## src/rtl/autoconfig_zii.sv

```systemverilog
// autoconfig_zii: Zorro II AUTOCONFIG responder for two on-board functions.
// The first function is 8 MB Fast RAM. The second is the IDE controller with its boot ROM.
// It serves the nibble-wide config ROM at $E8xxxx.
// It latches the base address that expansion.library writes for each function.
// It then opens the chain to the next board.
module autoconfig_zii #(
    parameter logic [15:0] MANUF_ID   = 16'h082C,
    parameter logic [7:0]  RAM_PROD   = 8'h01,
    parameter logic [7:0]  IDE_PROD   = 8'h02,
    parameter logic [31:0] SERIAL     = 32'h0,
    parameter logic [15:0] IDE_ROMVEC = 16'h0000,
    parameter int          RAM_ENABLE = 1
) (
    input  logic       C14M,
    input  logic       RESET_n,
    input  logic [7:0] A_HIGH,
    input  logic [5:0] A_LOW,
    input  logic       RW_n,
    input  logic       AS_CPU_n,
    input  logic       UDS_n,
    input  logic [3:0] D_IN,
    input  logic       CFGIN_n,
    output logic [3:0] D_OUT,
    output logic       D_OE,
    output logic       CFGOUT_n,
    output logic [2:0] BASE_RAM,
    output logic       RAM_CONFIGURED_n,
    output logic [7:0] BASE_IDE,
    output logic       IDE_CONFIGURED_n
);

    typedef enum logic [1:0] {S_RAM, S_IDE, S_DONE} state_t;

    localparam state_t START_STATE = (RAM_ENABLE != 0) ? S_RAM : S_IDE;

    // Register offsets as word indices (byte offset >> 1)
    localparam logic [5:0] OFF_BASE_HI = 6'h24;  // $48
    localparam logic [5:0] OFF_BASE_LO = 6'h25;  // $4A
    localparam logic [5:0] OFF_SHUTUP  = 6'h26;  // $4C

    // Inverted copies of the ROM fields; the bus reads them active-low
    localparam logic [15:0] MANUF_INV  = ~MANUF_ID;
    localparam logic [31:0] SERIAL_INV = ~SERIAL;
    localparam logic [15:0] ROMVEC_INV = ~IDE_ROMVEC;
    localparam logic [7:0]  RAM_P_INV  = ~RAM_PROD;
    localparam logic [7:0]  IDE_P_INV  = ~IDE_PROD;

    state_t     state_reg;
    logic       wr_done_reg;
    logic [3:0] lo_nib_reg;
    logic [3:0] d_out_reg;
    logic       d_oe_reg;
    logic       cfgout_n_reg;
    logic [2:0] base_ram_reg;
    logic       ram_cfg_n_reg;
    logic [7:0] base_ide_reg;
    logic       ide_cfg_n_reg;

    logic       cfg_hit;
    logic       wr_commit;
    logic       is_ide;
    logic [3:0] rd_nib;

    assign cfg_hit   = (A_HIGH == 8'hE8) && !AS_CPU_n && !CFGIN_n && (state_reg != S_DONE);
    assign wr_commit = cfg_hit && !RW_n && !UDS_n && !wr_done_reg;
    assign is_ide    = (state_reg == S_IDE);

    // Config ROM lookup for the function currently being configured
    always_comb begin
        rd_nib = 4'hF;
        case (A_LOW)
            6'h00: rd_nib = is_ide ? 4'hD : 4'hE;   // Zorro II, ROM vector / link-to-memory
            6'h01: rd_nib = is_ide ? 4'h1 : 4'h0;   // 64 KB / 8 MB
            6'h02: rd_nib = is_ide ? IDE_P_INV[7:4] : RAM_P_INV[7:4];
            6'h03: rd_nib = is_ide ? IDE_P_INV[3:0] : RAM_P_INV[3:0];
            6'h08: rd_nib = MANUF_INV[15:12];
            6'h09: rd_nib = MANUF_INV[11:8];
            6'h0A: rd_nib = MANUF_INV[7:4];
            6'h0B: rd_nib = MANUF_INV[3:0];
            // Only $18-$1E exist in this map, so the upper serial half is served
            6'h0C: rd_nib = SERIAL_INV[31:28];
            6'h0D: rd_nib = SERIAL_INV[27:24];
            6'h0E: rd_nib = SERIAL_INV[23:20];
            6'h0F: rd_nib = SERIAL_INV[19:16];
            6'h14: rd_nib = is_ide ? ROMVEC_INV[15:12] : 4'hF;
            6'h15: rd_nib = is_ide ? ROMVEC_INV[11:8]  : 4'hF;
            6'h16: rd_nib = is_ide ? ROMVEC_INV[7:4]   : 4'hF;
            6'h17: rd_nib = is_ide ? ROMVEC_INV[3:0]   : 4'hF;
            6'h20: rd_nib = 4'h0;
            6'h21: rd_nib = 4'h0;
            default: rd_nib = 4'hF;
        endcase
    end

    // Bus-cycle tracking, registered read data and base-address commit FSM
    always_ff @(posedge C14M or negedge RESET_n) begin
        if (!RESET_n) begin
            state_reg     <= START_STATE;
            wr_done_reg   <= 1'b0;
            lo_nib_reg    <= 4'h0;
            d_out_reg     <= 4'hF;
            d_oe_reg      <= 1'b0;
            cfgout_n_reg  <= 1'b1;
            base_ram_reg  <= 3'b000;
            ram_cfg_n_reg <= 1'b1;
            base_ide_reg  <= 8'h00;
            ide_cfg_n_reg <= 1'b1;
        end else begin
            // Drive only while a qualified read is in progress.
            // Losing AS, CFGIN or the address drops it on the next edge.
            d_oe_reg <= cfg_hit && RW_n;
            if (cfg_hit && RW_n)
                d_out_reg <= rd_nib;

            // One commit per bus cycle, however long the CPU holds the strobes
            if (AS_CPU_n)
                wr_done_reg <= 1'b0;
            else if (wr_commit)
                wr_done_reg <= 1'b1;

            if (wr_commit) begin
                case (A_LOW)
                    OFF_BASE_HI: begin
                        if (state_reg == S_RAM) begin
                            base_ram_reg  <= D_IN[3:1];
                            ram_cfg_n_reg <= 1'b0;
                            state_reg     <= S_IDE;
                        end else begin
                            base_ide_reg  <= {D_IN, lo_nib_reg};
                            ide_cfg_n_reg <= 1'b0;
                            state_reg     <= S_DONE;
                            cfgout_n_reg  <= 1'b0;
                        end
                    end
                    OFF_BASE_LO: begin
                        if (state_reg == S_IDE)
                            lo_nib_reg <= D_IN;
                    end
                    OFF_SHUTUP: begin
                        if (state_reg == S_RAM) begin
                            state_reg <= S_IDE;
                        end else begin
                            state_reg    <= S_DONE;
                            cfgout_n_reg <= 1'b0;
                        end
                    end
                    default: ;
                endcase
            end
        end
    end

    assign D_OUT            = d_out_reg;
    assign D_OE             = d_oe_reg;
    assign CFGOUT_n         = cfgout_n_reg;
    assign BASE_RAM         = base_ram_reg;
    assign RAM_CONFIGURED_n = ram_cfg_n_reg;
    assign BASE_IDE         = base_ide_reg;
    assign IDE_CONFIGURED_n = ide_cfg_n_reg;

endmodule

```

## config.mk

```make
export PLATFORM = sky130hd
export DESIGN_NAME = autoconfig_zii
export DESIGN_NICKNAME = d
export VERILOG_FILES = /design/src/rtl/autoconfig_zii.sv
export SDC_FILE = /design/constraint.sdc
export NUM_CORES = 1
export LEC_CHECK = 0
export ABC_AREA = 1
export CORE_UTILIZATION = 42
export DETAILED_ROUTE_END_ITERATION = 8
export PLACE_DENSITY = 0.76
export SLEW_MARGIN = 20
export SYNTH_ARGS = -nofsm -noshare
export SYNTH_HDL_FRONTEND = slang
export SYNTH_SLANG_ARGS = --single-unit
```

## constraint.sdc

```tcl
create_clock -name C14M -period 1.3 [get_ports C14M]
set_input_delay 0.13 -clock C14M [delete_from_list [all_inputs] [get_ports C14M]]
set_output_delay 0.13 -clock C14M [all_outputs]
set_load 0.01 [all_outputs]
```

# Yosys cells after proc, flatten, opt, wreduce, memory -nomap -nowiden
# Cells that the tools add are included.
[word_totals]
regBits = 26
inputBits = 24
out_inout_bits = 19
word_cells = 53
[op_classes]
eq_ne = 13
muxes = 6
n_bitwise = 1
reduce_logical = 23
[ops]
columns = ["operator", "n"]
rows = [
  ["$eq A6 B6 Y1 const B", 5],
  ["$pmux W4 S6", 1],
  ["$eq A6 B4 Y1 const B", 3],
  ["$reduce_and A3 Y1", 4],
  ["$eq A8 B8 Y1 const B", 1],
  ["$logic_and A1 B1 Y1", 7],
  ["$eq A6 B1 Y1 const B", 1],
  ["$eq A6 B2 Y1 const B", 1],
  ["$logic_not A6 Y1", 1],
  ["$reduce_or A2 Y1", 3],
  ["$logic_not A1 Y1", 5],
  ["$mux W2", 2],
  ["$mux W1", 3],
  ["$eq A2 B1 Y1 const B", 1],
  ["$logic_not A2 Y1", 1],
  ["$ne A2 B2 Y1 const B", 1],
  ["$reduce_and A2 Y1", 1],
  ["$reduce_bool A2 Y1", 1],
  ["$not A1 Y1", 1],
]

# Longest topological paths before layout
# Gate-level depths: netlist of run 1.
[depth]
word_depth = 9
ltp_mapped = 9
depth_no_buf = 9

# Worst setup path before layout of run 1
# OpenSTA, ideal clock, no wires.
[synth_path]
path_kind = "register to register"
start = "reg state_reg[0]"
end = "reg base_ram_reg[0], in the netlist BASE_RAM[0]"
setup_time_ps = 117
t_arrival_ps = 1151
required_time_ps = 1183
setup_slack_ps = 33
stages_incl_launch_ff = 10
n_path_buf = 0
period_less_slack_ps = 1267
cell_sequence = "dfrtp_1 > inv_2 > nand2_2 > nand2_4 > inv_2 > nand3_4 > nor2_4 > nand4_1 > nand2_1 > nand2_1"
[synth_between]
elab_chain_len = 6
word_cells_on_any_way = 7
cone_classes = "eq/ne (1); reduce/logical (6)"
[synth_lines]
columns = ["item", "line", "source"]
rows = [
  ["from (decl)", "48", "state_t state_reg;"],
  ["from (signal assigned)", "98", "state_reg <= START_STATE;"],
  ["from (signal assigned)", "127", "state_reg <= S_IDE;"],
  ["from (signal assigned)", "131", "state_reg <= S_DONE;"],
  ["$ne A2 B2 Y1", "64", "assign cfg_hit = (A_HIGH == 8'hE8) && !AS_CPU_n && !CFGIN_n && (state_reg != S_DONE);"],
  ["$logic_and A1 B1 Y1", "64", ""],
  ["$logic_and A1 B1 Y1 (3 in series)", "65", "assign wr_commit = cfg_hit && !RW_n && !UDS_n && !wr_done_reg;"],
  ["$reduce_and A3 Y1 (no source line) *", "n/a", ""],
  ["to (signal assigned)", "125", "base_ram_reg <= D_IN[3:1];"],
  ["to (decl)", "54", "logic [2:0] base_ram_reg;"],
]
# Mark *: on every way between the ends. The rest lies on a longest branch, timed or not.
# A chain may end at the register's enable or synchronous reset.

# Worst setup path in the final report of run 1
[layout_path]
start = "reg state_reg[0]"
end = "reg base_ram_reg[2], in the netlist BASE_RAM[2]"
# Same word-level chain as after synthesis.

==> metrics, run 1 <==
status=finished with violations; failing checks=setup timing; clk root buf=clkbuf_4; via count of the first global-routing pass=around 1,300; nets in the synthesized netlist=188; row count=20; fraction of layout cells with a size suffix above 1=28.0%; TritonCTS Sinks=26; setup TNS after final layout=-303 ps; half-perimeter wire length after placement=2.41 mm; maximum level of the CTS H-tree=1; flop and latch count out of synthesis=26; main area contributors after synthesis=dfrtp_1 (34%), dfstp_2 (13%), nand2_1 (12%); worst supply voltage drop on vdd=0.000627 V; share of the synthesized area in the top cell type=roughly a third; Clk pin slew, worst setup/hold paths=150 ps; type of the worst min-delay path=input pin to async pin; fin cells=269; Worst Setup Path Type=register to register; final-layout worst hold slack=144 ps; RSZ-0062 raised after global routing=yes; Peak Freq=between 0.7 and 0.8 GHz; Max Cap Viol=0; Avg Inst Size Synth=8.53 um2; antenna cell count=0; number of setup violations in the final report=10; count of buffers inserted at the top-level ports=42; number of top-level design ports=43; wire per inst=12.2 um; kind of cell adding the most delay to the critical path=simple AND/OR/NAND/NOR gates; data arrival time at the worst-slack endpoint=1620 ps; global route overflow=0; latest clock arrival within the worst-skew pair=330 ps; portion of the clock cycle consumed by the worst path in the final layout=104%; Leak Pwr=between 1 and 1.5 nW; Initial Utilization=between 40% and 50%; clock buffer count from CTS=3; max-slew violation total from the final report=0; wire length of the first global-routing pass=5.41 mm; number of buffer and inverter stages on the critical path=1; ratio of routed vias to standard cells=between 4 and 5; number of antenna violations at the first check in global routing=0; flip-flop count of the largest register, all copies and words added=8; FF-to-FF path depth=8; final worst-path setup slack=-50.1 ps; Least-Margin Pin Slew=328 ps; Final Hold Vio Count=0; share of the yosys chip area belonging to registers=47.1%; stages on the worst setup path=8; width of the die=59.7 um; Final nets=250; total power density per cell area=743 nW/um2; Worst Skew=roughly 13 ps; post-synth cell types=25; Longest Clk Path Bufs=2; Die Area=3570 um2; dominant cell type by count on the critical path=nor2_4; list of cells traversed by the critical path=inv_2, nand2_2, nand2_4, nor2_4, nand4_4, nor2_4, nand3_1, nand2_1; floorplan die height=59.7 um; terminus of the critical flop-to-flop path=BASE_RAM[2]$_DFFE_PN0P_; clock tree from TritonCTS=built; mapped cell area=1400 um2; post-detailed-route count of antenna-violating nets=0; CTS Hold Bufs=0; overall fraction of global-route tracks in use=20.2%; Detailed Routing Iterations Pass 1=4; P&R area growth vs syn=48.2%; drt total wl=3.28 mm; Max Fanout on Critical Path=7; number of cells in the design after placement=~260; Final min period=around 1400 ps; final total power=1.54 mW; total number of vias=1,303; maximum cell stage delay along the critical path=410 ps; Core ar.=3100 um2; Cells after Synth=164; kind of end point of the critical path=register; top cell type by total area after synthesis=dfrtp_1; DRC violations left=0; critical path startpoint category=register; Iteration-0 DRC Markers=28; routability cong.=~0.8; CP required=1570 ps; beginning of the worst register-to-register path=state_reg[0]$_DFFE_PN0P_; register-to-register path setup slack=-50 ps; Slowest cell on crit path=dfrtp_1; Max transition margin=78.1%; count of warnings emitted by yosys=0; pin count of the biggest net entering global routing=27
## area by class of cell
type                    count  area (um2)
fillers                   251        1030
multi-input cells         113         689
flip-flops and latches     26         659
repair buffers             57         515
inverters                  25         101
well taps                  44        55.1
clock inverters             1        30.0
clock buffers               3        22.5
## cells by family after synthesis
logic type | count (synthesis) | synth area share (%)
simple gates | 98 | 39.5
compound gates | 14 | 5.55
buf+inv | 26 | 7.78
flops | 26 | 47.1
## cell usage after synthesis, drive strengths merged
cell	count
nand3	20
o21a	1
dfstp	7
nor2	25
a21oi	2
dfrtp	19
nand2	47
clkinv	1
and2	1
nand4	4
buf	1
o21ai	9
nor3	1
a21boi	2
inv	24
## repair_timing
action | in CTS | in global routing
resized for setup | 22 | 19
pin swaps | 0 | 5
setup buffers | 1 | 2
cloned | 1 | 0
endpoints found under the setup margin | 31 | 25
## where the power goes
part                  switching (mW)  total [mW]  internal (mW)
sequential     0.0000000000000000602       0.810          0.810
clock                          0.249       0.561          0.312
combinational                 0.0810       0.169         0.0883
## through the flow
stage,cell area [um2],utilization (%),setup WS [ps]
after floorplan,1400,-,32.7
after global placement,1950,62.9,-294
after detailed placement,1950,62.9,-337
after CTS,2010,64.7,-17.8
after global routing,2070,66.8,-141
final,2070,66.8,-50.1
## layer usage
metal  track usage (%)  wire length, um
met5                 0                0
met4              5.98               51
met3              3.03              163
met2              35.7             1670
met1              25.4             1400
## cells in the final DEF (no fill, tap or decap)
master	Yosys	routed
clkbuf_4	0	3
dfstp_2	7	7
nor2_1	15	14
nand3_1	18	13
inv_1	19	19
buf_6	1	1
nor2_2	2	2
nor2_4	7	9
bufinv_16	0	1
nor2_8	1	1
a21oi_1	2	1
nand2_1	44	41
dfrtp_1	19	19
nand3_4	2	2
o21ai_1	8	7
nand4_1	2	2
buf_4	0	14
a21boi_1	2	2
nand2_4	1	1
inv_4	1	1
o21ai_0	1	1
nand3_2	0	5
dlygate4sd2_1	0	13
inv_2	4	4
clkdlybuf4s15_1	0	5
nand4_4	2	2
o21a_1	1	1
clkdlybuf4s50_1	0	23
and2_1	1	1
clkinv_4	0	1
nand2_2	2	5
clkbuf_2	0	1
nor3_2	1	1
a21oi_2	0	1
o21ai_2	0	1
## how the worst max path moves through the flow
stage / startpoint / to / slack [ps]
floorplan: state_reg[0]$_DFFE_PN0P_ / BASE_RAM[0]$_DFFE_PN0P_ / 30
global placement: A_LOW[5] / BASE_IDE[1]$_DFFE_PN0P_ / -290
detailed placement: A_LOW[5] / BASE_IDE[1]$_DFFE_PN0P_ / -340
CTS: state_reg[0]$_DFFE_PN0P_ / BASE_RAM[2]$_DFFE_PN0P_ / -20
global route: state_reg[1]$_DFFE_PN0P_ / BASE_RAM[2]$_DFFE_PN0P_ / -140
finish: state_reg[0]$_DFFE_PN0P_ / BASE_RAM[2]$_DFFE_PN0P_ / -50
(Power assumes the default switching activity.)
==> run 2, diff against run 1 <==
CORE_UTILIZATION = 46   (was 42)
CTS_CLUSTER_SIZE = 28   (was not set)
PLACE_DENSITY = 0.79   (was 0.76)
clock period = 1.5 ns   (was 1.3 ns; I/O delays follow)
==> run 2 against run 1 <==
  * The run ends with DRC left
  * Utilization grew 2.3 points
  * Non-clock buffer count shrank 8
  * Register-to-register slack gained 140 ps
  * Combinational power shrank 17%
  * Count of clock-buffer cells in the layout is the same
==> metrics, run 2 (synthesis gave the netlist of run 1 again) <==
ratio of routed vias to standard cells=slightly above 5; critical path startpoint category=register; internal power contribution=1.04 mW; overall fraction of global-route tracks in use=21.1%; part of the total power dissipated in sequential elements=53.1%; total number of vias=1,263; width of the die=about 57 um; Worst Setup Path Type=register to register; Iteration-0 DRC Markers=65; Logic pwr share=between 10% and 20%; maximum level of the CTS H-tree=1; final total power=1.32 mW; via count of the first global-routing pass=1,316; type of the worst min-delay path=input pin to async pin; Least-Margin Pin Slew=334 ps; latest clock arrival within the worst-skew pair=330 ps; RSZ-0062 raised after global routing=yes; TritonCTS Sinks=26; number of antenna violations at the first check in global routing=0; CP required=1760 ps; Clk pin slew, worst setup/hold paths=150 ps; count of buffers inserted at the top-level ports=42; Final Hold Vio Count=0; antenna cell count=0; Max transition margin=77.7%; half-perimeter wire length after placement=2.45 mm; pin count of the biggest net entering global routing=27; power share of the clock group=a little over a third; Max Fanout on Critical Path=7; DRC violations left=8; total power density per cell area=676 nW/um2; clock buffer count from CTS=3; leading cell types in the layout, fill and taps excluded=nand2_1 (44), clkdlybuf4s50_1 (35), inv_1 (19); data arrival time at the worst-slack endpoint=1670 ps; Peak Freq=0.709 GHz; portion of the clock cycle consumed by the worst path in the final layout=between 90% and 100%; Max Cap Viol=0; Final min period=1410 ps; Worst Skew=between 10 and 15 ps; final-layout worst hold slack=174 ps; Detailed Routing Iterations Pass 1=8; Final nets=242; Setup WS pre-CTS=-184 ps; global route overflow=0; worst supply voltage drop on vdd=0.000464 V; Core ar.=2830 um2; Die Area=about 3300 um2; Leak Pwr=0.946 nW; flip-flop count of the largest register, all copies and words added=8; most common cell after layout, fill and taps aside=nand2_1; post-detailed-route count of antenna-violating nets=0; drt total wl=3.21 mm; fraction of layout cells with a size suffix above 1=20.3%; routability cong.=approximately 0.80; clock tree from TritonCTS=built; Initial Utilization=between 40% and 50%; Longest Clk Path Bufs=2; final worst-path setup slack=roughly 89 ps; max-slew violation total from the final report=0; floorplan die height=57.1 um; net switching power=about 280 uW; status=finished with violations; kind of end point of the critical path=register; switching share of power=21.0%; wire length of the first global-routing pass=5.42 mm; number of setup violations in the final report=0; wire per inst=between 10 and 15 um; row count=19; failing checks=DRC; clk root buf=clkbuf_4; number of top-level design ports=43; P&R area growth vs syn=39.8%; setup TNS after final layout=0 ps
-- run 2: cell count changes in the layout (fill, tap and decap cells not counted), sizes merged --
cell	previous run	this run
buf	15	7
clkdlybuf4s50	23	35
clkdlybuf4s15	5	0
dlygate4sd2	13	7
clkbuf	4	3
-- run 2: repair_timing --
| item | in CTS | in global routing |
|---|---|---|
| setup endpoints to repair | 7 | 11 |
| hold buffers | 0 | 0 |
| resized for setup | 7 | 2 |
| buffers inserted | 0 | 1 |
| pin swaps | 0 | 0 |
| endpoints found under the hold margin | 0 | 0 |
| cloned | 0 | 1 |
-- run 2: metal layers --
layer  vias up  routed length (um)  global-route usage [%]
met1       585                1310                    26.0
met4         0                  59                    6.97
li1        631                   -                       -
met5         -                   0                       0
met3         8                 153                    2.72
met2        39                1690                    38.2
-- run 2: final cells by class --
cell class                      instances  area (um2)
Fill cell                             242         873
Sequential cell                        26         661
Multi-Input combinational cell        113         642
Timing Repair Buffer                   49         464
Inverter                               25        97.6
Tap cell                               31        38.8
Clock inverter                          1        30.0
Clock buffer                            3        22.5
-- run 2: path summary, 6_finish.rpt --
path                                          startpoint                      endpoint  slack (ps)  depth (start not counted)
worst min-delay path                             RESET_n       BASE_IDE[7]$_DFFE_PN0P_         170                          2
worst max-delay path            state_reg[0]$_DFFE_PN0P_  RAM_CONFIGURED_n$_DFFE_PN1P_          90                          8
min in group C14M                                D_IN[0]     lo_nib_reg[0]$_DFFE_PN0P_         410                          3
worst min register to register      CFGOUT_n$_DFFE_PN1P_          CFGOUT_n$_DFFE_PN1P_         460                          2
max in group asynchronous                        RESET_n          D_OUT[2]$_DFFE_PN1P_        1020                          2
worst max register to register  state_reg[0]$_DFFE_PN0P_  RAM_CONFIGURED_n$_DFFE_PN1P_          90                          8
-- run 2: power by group through the flow --
| stage | combinational [mW] | clock (mW) | sequential, mW |
|---|---|---|---|
| floorplan | 0.0430 | 0 | 0.715 |
| global placement | 0.136 | 0 | 0.714 |
| detailed placement | 0.140 | 0 | 0.714 |
| CTS | 0.141 | 0.504 | 0.702 |
| global route | 0.155 | 0.522 | 0.702 |
| finish | 0.140 | 0.480 | 0.702 |
-- run 2: critical path: stages, from the launching register on --
cell and delay, ps:
dfrtp_1 450, inv_2 50, nand2_2 80, nand2_4 60, nor2_4 130, nand4_4 160
nor2_4 220, buf_4 140, a21boi_1 50
-- run 2: through the flow --
step | utilization, % | instance area [um2] | std cells
after CTS | 68.4 | 1940 | 246
after floorplan | - | 1400 | 164
after global routing | 69.1 | 1960 | 248
after detailed placement | 66.9 | 1890 | 242
final | 69.1 | 1960 | 248
after global placement | 66.9 | 1890 | 242
